File: config.mk
export PLATFORM = sky130hd
export DESIGN_NAME = muldiv_seq_unit_flat
export DESIGN_NICKNAME = d
export VERILOG_FILES = /design/src/rtl/muldiv_seq_unit_if.sv /design/src/rtl/muldiv_seq_unit.sv /design/src/flat_wrapper.sv
export SDC_FILE = /design/constraint.sdc
export NUM_CORES = 1
export LEC_CHECK = 0
export ABC_AREA = 1
export CELL_PAD_IN_SITES_DETAIL_PLACEMENT = 1
export CELL_PAD_IN_SITES_GLOBAL_PLACEMENT = 1
export CORE_AREA = 3 3 210 212
export CTS_BUF_LIST = sky130_fd_sc_hd__clkbuf_2 sky130_fd_sc_hd__clkbuf_4 sky130_fd_sc_hd__clkbuf_8
export CTS_CLUSTER_DIAMETER = 150
export DETAILED_ROUTE_END_ITERATION = 8
export DIE_AREA = 0 0 213 215
export PLACE_DENSITY_LB_ADDON = 0.1
export SKIP_CTS_REPAIR_TIMING = 1
export SYNTH_ARGS = -nofsm -noshare
export SYNTH_HDL_FRONTEND = slang
export SYNTH_SLANG_ARGS = --single-unit
File: constraint.sdc
create_clock -name clk -period 8 [get_ports clk]
set_input_delay 0.8 -clock clk [delete_from_list [all_inputs] [get_ports clk]]
set_output_delay 0.8 -clock clk [all_outputs]
set_load 0.01 [all_outputs]
File: src/rtl/muldiv_seq_unit_if.sv
// muldiv_seq_unit_if: EX-stage request and HI/LO result bundle for the multiply/divide sequencer
interface muldiv_seq_unit_if #(parameter int WIDTH = 32);
    logic             start;
    logic [5:0]       Funct;
    logic [WIDTH-1:0] OpA;
    logic [WIDTH-1:0] OpB;
    logic             req_mf;
    logic             flush;
    logic [WIDTH-1:0] HI;
    logic [WIDTH-1:0] LO;
    logic             busy;
    logic             stall;
    logic             done;
    modport master (output start, Funct, OpA, OpB, req_mf, flush, input HI, LO, busy, stall, done);
    modport slave (input start, Funct, OpA, OpB, req_mf, flush, output HI, LO, busy, stall, done);
endinterface

File: src/rtl/muldiv_seq_unit.sv
// muldiv_seq_unit: iterative MULT/MULTU/DIV/DIVU sequencer owning HI/LO, with MTHI/MTLO and pipeline stall
module muldiv_seq_unit #(parameter int WIDTH = 32) (
    input logic clk,
    input logic rst_n,
    muldiv_seq_unit_if.slave bus
);
    localparam int CW = $clog2(WIDTH);
    typedef enum logic [1:0] {IDLE, RUN, FIX} state_t;
    state_t             state_q, state_d;
    logic [CW-1:0]      cnt_q, cnt_d;
    logic [2*WIDTH-1:0] acc_q, acc_d;
    logic [WIDTH-1:0]   b_q, b_d, a_raw_q, a_raw_d, hi_q, hi_d, lo_q, lo_d;
    logic               div_q, div_d, neg_q, neg_d, neg_a_q, neg_a_d, zero_q, zero_d, done_q, done_d;
    logic               is_signed, is_mul, is_div, sa, sb;
    logic [WIDTH-1:0]   abs_a, abs_b;
    logic [WIDTH:0]     msum, dshift, ddiff;
    logic [2*WIDTH-1:0] prod;
    assign is_signed = ~bus.Funct[0];
    assign is_mul = bus.Funct[5:1] == 5'b01100;
    assign is_div = bus.Funct[5:1] == 5'b01101;
    assign sa = is_signed & bus.OpA[WIDTH-1];
    assign sb = is_signed & bus.OpB[WIDTH-1];
    assign abs_a = sa ? -bus.OpA : bus.OpA;
    assign abs_b = sb ? -bus.OpB : bus.OpB;
    // Multiply: acc = {partial product, remaining multiplier bits}, shifted right each step
    assign msum = {1'b0, acc_q[2*WIDTH-1:WIDTH]} + {1'b0, acc_q[0] ? b_q : {WIDTH{1'b0}}};
    // Divide: acc = {remainder, dividend/quotient bits}, shifted left each step
    assign dshift = {acc_q[2*WIDTH-1:WIDTH], acc_q[WIDTH-1]};
    assign ddiff = dshift - {1'b0, b_q};
    assign prod = neg_q ? -acc_q : acc_q;
    assign bus.HI = hi_q;
    assign bus.LO = lo_q;
    assign bus.done = done_q;
    assign bus.busy = state_q != IDLE;
    assign bus.stall = bus.busy & (bus.start | bus.req_mf);
    // Next-state: accept ops in IDLE, iterate in RUN, sign-fix and write HI/LO in FIX; flush aborts
    always_comb begin
        state_d = state_q;
        cnt_d = cnt_q;
        acc_d = acc_q;
        b_d = b_q;
        a_raw_d = a_raw_q;
        hi_d = hi_q;
        lo_d = lo_q;
        div_d = div_q;
        neg_d = neg_q;
        neg_a_d = neg_a_q;
        zero_d = zero_q;
        done_d = 1'b0;
        if (state_q == IDLE) begin
            if (bus.start & ~bus.flush) begin
                if (bus.Funct == 6'b010001) hi_d = bus.OpA;
                if (bus.Funct == 6'b010011) lo_d = bus.OpA;
                if (is_mul | is_div) begin
                    state_d = RUN;
                    cnt_d = '0;
                    acc_d = {{WIDTH{1'b0}}, abs_a};
                    b_d = abs_b;
                    a_raw_d = bus.OpA;
                    div_d = is_div;
                    neg_d = sa ^ sb;
                    neg_a_d = sa;
                    zero_d = bus.OpB == '0;
                end
            end
        end else if (bus.flush) begin
            state_d = IDLE;
        end else if (state_q == RUN) begin
            acc_d = div_q ? {ddiff[WIDTH] ? dshift[WIDTH-1:0] : ddiff[WIDTH-1:0], acc_q[WIDTH-2:0], ~ddiff[WIDTH]}
                          : {msum, acc_q[WIDTH-1:1]};
            cnt_d = cnt_q + CW'(1);
            if (cnt_q == CW'(WIDTH - 1)) state_d = FIX;
        end else begin
            state_d = IDLE;
            done_d = 1'b1;
            hi_d = !div_q ? prod[2*WIDTH-1:WIDTH] : zero_q ? a_raw_q
                 : neg_a_q ? -acc_q[2*WIDTH-1:WIDTH] : acc_q[2*WIDTH-1:WIDTH];
            lo_d = !div_q ? prod[WIDTH-1:0] : zero_q ? {WIDTH{1'b1}}
                 : neg_q ? -acc_q[WIDTH-1:0] : acc_q[WIDTH-1:0];
        end
    end
    // State registers with synchronous active-low reset
    always_ff @(posedge clk) begin
        if (!rst_n) begin
            state_q <= IDLE;
            cnt_q <= '0;
            acc_q <= '0;
            b_q <= '0;
            a_raw_q <= '0;
            hi_q <= '0;
            lo_q <= '0;
            div_q <= 1'b0;
            neg_q <= 1'b0;
            neg_a_q <= 1'b0;
            zero_q <= 1'b0;
            done_q <= 1'b0;
        end else begin
            state_q <= state_d;
            cnt_q <= cnt_d;
            acc_q <= acc_d;
            b_q <= b_d;
            a_raw_q <= a_raw_d;
            hi_q <= hi_d;
            lo_q <= lo_d;
            div_q <= div_d;
            neg_q <= neg_d;
            neg_a_q <= neg_a_d;
            zero_q <= zero_d;
            done_q <= done_d;
        end
    end
endmodule

File: src/flat_wrapper.sv
// flat-port wrapper written by rule: the top's interface ports become plain ports
module muldiv_seq_unit_flat 
#(parameter int WIDTH = 32)
  (clk, rst_n, bus_start, bus_Funct, bus_OpA, bus_OpB, bus_req_mf, bus_flush, bus_HI, bus_LO, bus_busy, bus_stall, bus_done);
  muldiv_seq_unit_if #(.WIDTH(WIDTH)) bus_i ();
  input logic clk;
  input logic rst_n;
  input wire logic [$bits(bus_i.start)-1:0] bus_start;
  input wire logic [$bits(bus_i.Funct)-1:0] bus_Funct;
  input wire logic [$bits(bus_i.OpA)-1:0] bus_OpA;
  input wire logic [$bits(bus_i.OpB)-1:0] bus_OpB;
  input wire logic [$bits(bus_i.req_mf)-1:0] bus_req_mf;
  input wire logic [$bits(bus_i.flush)-1:0] bus_flush;
  output wire logic [$bits(bus_i.HI)-1:0] bus_HI;
  output wire logic [$bits(bus_i.LO)-1:0] bus_LO;
  output wire logic [$bits(bus_i.busy)-1:0] bus_busy;
  output wire logic [$bits(bus_i.stall)-1:0] bus_stall;
  output wire logic [$bits(bus_i.done)-1:0] bus_done;
  assign bus_i.start = bus_start;
  assign bus_i.Funct = bus_Funct;
  assign bus_i.OpA = bus_OpA;
  assign bus_i.OpB = bus_OpB;
  assign bus_i.req_mf = bus_req_mf;
  assign bus_i.flush = bus_flush;
  assign bus_HI = bus_i.HI;
  assign bus_LO = bus_i.LO;
  assign bus_busy = bus_i.busy;
  assign bus_stall = bus_i.stall;
  assign bus_done = bus_i.done;
  muldiv_seq_unit #(.WIDTH(WIDTH)) u_core (.clk(clk), .rst_n(rst_n), .bus(bus_i));
endmodule
==> results.txt <==
* Layout Cell Area excl Fill: between 20000 and 25000 sq um
- Number of flops mapped to enable cells by yosys: 0
- Number of nets in the final layout: 3601
- In the synthesized netlist, the number of instances is about 3400.
- Clock latency on the worst-skew pair, taken at its later pin, is between 600 and 700 ps.
* Estimated wirelength of the detail-placed design: 73200 um
- STA classifies the critical path endpoint as an output port.
- The worst hold path passes through 2 cells.
- Total Neg Setup Slack: 0 ps
- Relative to the synthesized area, the layout overhead comes to 13.5%.
- The post-route netlist has 4.79% of its cells at a drive strength greater than 1.
- Critical path launch point type: flop
* Ports: around 140
- Capturing point of the worst reg2reg path: u_core.cnt_q[2]$_SDFFE_PN0P_
* Number of warnings issued by yosys: 0
- Gr ovfl total: 0
- Cell area after placement: between 20000 and 25000 sq um
- Input and output buffers added on the ports amount to 141.
* Arrival time of data at the critical path endpoint: approximately 3500 ps
- Wires add up to a little under 100000 um.
* Dominant cell type by area after synthesis: sky130_fd_sc_hd__dfxtp_1
* Violation count after the first detailed-routing iteration: 2896
- The final hold violation count is 0.
* Number of antenna violations at the first check in global routing: 2
- Length of the first detailed-routing pass in iterations: 7
- Min cycle time layout: about 4300 ps
- Flip-flop cell with the highest count after synthesis: sky130_fd_sc_hd__dfxtp_1
- The congestion estimate from routability-driven global placement came to between 1 and 1.5.
* CTS Root Buffer Type: sky130_fd_sc_hd__clkbuf_8
- Height of the chip: 215 um
- Synthesized netlist net count: between 3000 and 4000
- In this run the remaining antenna-violating nets after routing total 0.
- For hold timing, the worst endpoint is u_core.bus.HI[13]$_SDFFE_PN0P_.
- Routed length per placed instance: approximately 25 um
- Clock-pin slew was measured on the worst setup and hold paths at around 60 ps.
- Slew of the pin with the lowest slew margin: 1160 ps
- Of all nets on the critical path, the largest fanout is 68.
- Status: complete, no violations
- In this run, distinct cell masters in the synthesized netlist total between 50 and 60.
- Fin. max-slew vios: 0
- In the synthesized netlist the async set-or-reset flop fraction comes to 0%.
- Startpoint of the worst hold path: u_core.bus.HI[13]$_SDFFE_PN0P_
- The worst hold path belongs to the class reg2reg.
- Clock sinks: roughly 200
- Setup violations remaining at the end of the flow were counted as 0.
- Die area: 45800 sq um
- Counting cells, the worst reg-to-reg path comes to 11.
- Yosys instantiated no cell more often than sky130_fd_sc_hd__nand2_1.
* WS Path Type: reg2out
* Share of the cycle needed by the critical path after routing: approximately 54%
- Setup repair after global routing left no endpoint under its margin.
- Top area cells in the synthesized netlist: sky130_fd_sc_hd__dfxtp_1, sky130_fd_sc_hd__nand2_1, sky130_fd_sc_hd__nand3_1, sky130_fd_sc_hd__inv_1, sky130_fd_sc_hd__a21oi_1
* Vias post-DR: ~25000
- Achievable frequency: approximately 230 MHz
- For this run, the total global-route usage over all layers was measured as between 40% and 50%.
- Headroom to the max-slew limit came out at between 20 and 25%.
* Via count of the first global-routing pass: about 25000
* DR vias/cell: just over 6
- Starting Density: a little under half
* Number of DRC violations after detailed routing: 0
- Setup slack, reg-to-reg: between 4000 and 5000 ps
- Core area: between 40000 and 50000 sq um
- Max cap viols: 0
- The worst register-to-register path begins at u_core.state_q[1]$_SDFFE_PN0P_.
- Largest clock skew in the final design: 35.6 ps
- Post-synthesis instance area: 19000 sq um
- The synthesized design devotes to its leading area cell type ~21% of total area.
- Sequential-to-total area share from yosys stat: between 20% and 30%
* Clock tree from TritonCTS: built
- The number of clock buffers added by TritonCTS is roughly 40.
- No sink is reached through more buffers than the 3 on the longest clock path.
* Most frequent cells after synthesis: sky130_fd_sc_hd__nand2_1, sky130_fd_sc_hd__inv_1, sky130_fd_sc_hd__nor2_1, sky130_fd_sc_hd__nand3_1, sky130_fd_sc_hd__a21oi_1
- A synthesized cell averages between 5 and 6 sq um.
* Worst-case vdd ir drop: 0.135 mV
- Die Wd: around 210 um
- Lkg Pwr: around 11 nW
* Global-route wire length before repair: 149000 um
- In this run the core area contains 75 standard-cell rows.
- Number of synthesized register bits: 204
* Maximum level of the CTS H-tree: 2
* Power density relative to cell area: approximately 130 nW/um^2
* CP Data Required Time: between 7000 and 8000 ps
- Entering global routing, the biggest net connects 90 pins.
## layout make-up
class                   instances  area (sq um)
flip-flops and latches        204          4090
inverters                     470          1770
repair buffers                163          1570
multi-input cells            2574         12600
fillers                      6044         20500
clock buffers                  69           831
diodes                          1          2.50
clock inverters                 4          58.8
well taps                     539           674
## metrics by stage
stage                     setup WS [ps]  util, %  hold slack [ps]  std cells  total power (W)
after detailed placement           3920     49.1              450       3950          0.00152
after CTS                          3760     51.3              464       4023          0.00275
after floorplan                    5470        -              425       3392          0.00133
after global routing               3590     51.3              486       4023          0.00285
final                              3680     51.3              462       4024          0.00278
after global placement             4150     49.1              443       3950          0.00151
## worst max path at each step
| stage | cells past startpoint | endpoint | startpoint | slack [ps] |
|---|---|---|---|---|
| 2_1_floorplan | 20 | u_core.acc_q[63]$_SDFFE_PN0P_ | u_core.acc_q[0]$_SDFFE_PN0P_ | 5470 |
| 3_3_place_gp | 9 | u_core.bus.LO[31]$_SDFFE_PN0P_ | bus_start | 4150 |
| 3_5_place_dp | 9 | u_core.bus.LO[9]$_SDFFE_PN0P_ | bus_start | 3920 |
| 4_1_cts | 5 | bus_busy | u_core.state_q[0]$_SDFFE_PN0P_ | 3760 |
| 5_1_grt | 5 | bus_busy | u_core.state_q[0]$_SDFFE_PN0P_ | 3590 |
| 6_report | 5 | bus_busy | u_core.state_q[0]$_SDFFE_PN0P_ | 3680 |
## metal layers
layer  up-vias  routed length (um)  GRT usage (%)
met5         -                   0              0
met2      1598               41000           61.5
li1      11200                   -              -
met1     12000               41400           57.5
met4         0                4050           15.1
met3       303               12400           12.5
## registers in the layout, indices dropped and copies added, names as in the netlist
signal and count:
u_core.bus.done 1, u_core.a_raw_q 32, u_core.cnt_q 5, u_core.div_q 1, u_core.acc_q 64, u_core.bus.LO 32
u_core.neg_q 1, u_core.zero_q 1, u_core.state_q 2, u_core.b_q 32, u_core.neg_a_q 1, u_core.bus.HI 32
## power by group
part | leakage [nW] | internal (W) | switching [W]
registers | 1.65 | 0.00102 | 0.0000106
logic | 8.45 | 0.000135 | 0.000360
clock network | 0.472 | 0.000686 | 0.000566
## layout by cell type (no fill, tap or decap), types with 4 or more instances in the layout
cell,count
sky130_fd_sc_hd__o21bai_1,12
sky130_fd_sc_hd__xnor2_1,6
sky130_fd_sc_hd__nand2_1,924
sky130_fd_sc_hd__buf_4,22
sky130_fd_sc_hd__nor2_2,11
sky130_fd_sc_hd__inv_2,9
sky130_fd_sc_hd__a211oi_1,9
sky130_fd_sc_hd__a21o_1,5
sky130_fd_sc_hd__nand3b_1,18
sky130_fd_sc_hd__xor2_1,50
sky130_fd_sc_hd__o21ai_0,235
sky130_fd_sc_hd__o21ai_1,10
sky130_fd_sc_hd__a31oi_1,21
sky130_fd_sc_hd__a21oi_1,313
sky130_fd_sc_hd__dfxtp_1,201
sky130_fd_sc_hd__nor2_4,4
sky130_fd_sc_hd__nand3_1,343
sky130_fd_sc_hd__nand2_4,4
sky130_fd_sc_hd__o22ai_1,9
sky130_fd_sc_hd__clkbuf_8,50
sky130_fd_sc_hd__nor2_1,350
sky130_fd_sc_hd__o211ai_1,22
sky130_fd_sc_hd__inv_1,456
sky130_fd_sc_hd__ha_1,70
sky130_fd_sc_hd__nor3_1,34
sky130_fd_sc_hd__or2_2,11
sky130_fd_sc_hd__nand4_1,50
sky130_fd_sc_hd__clkinv_1,4
sky130_fd_sc_hd__clkdlybuf4s50_1,140
sky130_fd_sc_hd__clkbuf_4,19
sky130_fd_sc_hd__nand2_2,10
sky130_fd_sc_hd__o21ai_2,5
sky130_fd_sc_hd__o21a_1,5
sky130_fd_sc_hd__nor4_1,7
## worst max-delay path, stage by stage (launching register included)
cell and delay [ps]:
sky130_fd_sc_hd__dfxtp_1 450, sky130_fd_sc_hd__nor2_4 40, sky130_fd_sc_hd__buf_4 350, sky130_fd_sc_hd__inv_2 710, sky130_fd_sc_hd__buf_4 600, sky130_fd_sc_hd__clkdlybuf4s50_1 650
## cell families (layout without fill, tap and decap cells)
group	after synthesis	count (layout)	synth area share (%)
other cells	0	1	0
xor+xnor	56	56	2.58
buf+inv	614	706	12.4
flops	204	204	21.5
compound gates	666	666	19.0
simple gates	1780	1780	39.8
fa+ha+maj	72	72	4.81
(Power assumes the default switching activity.)
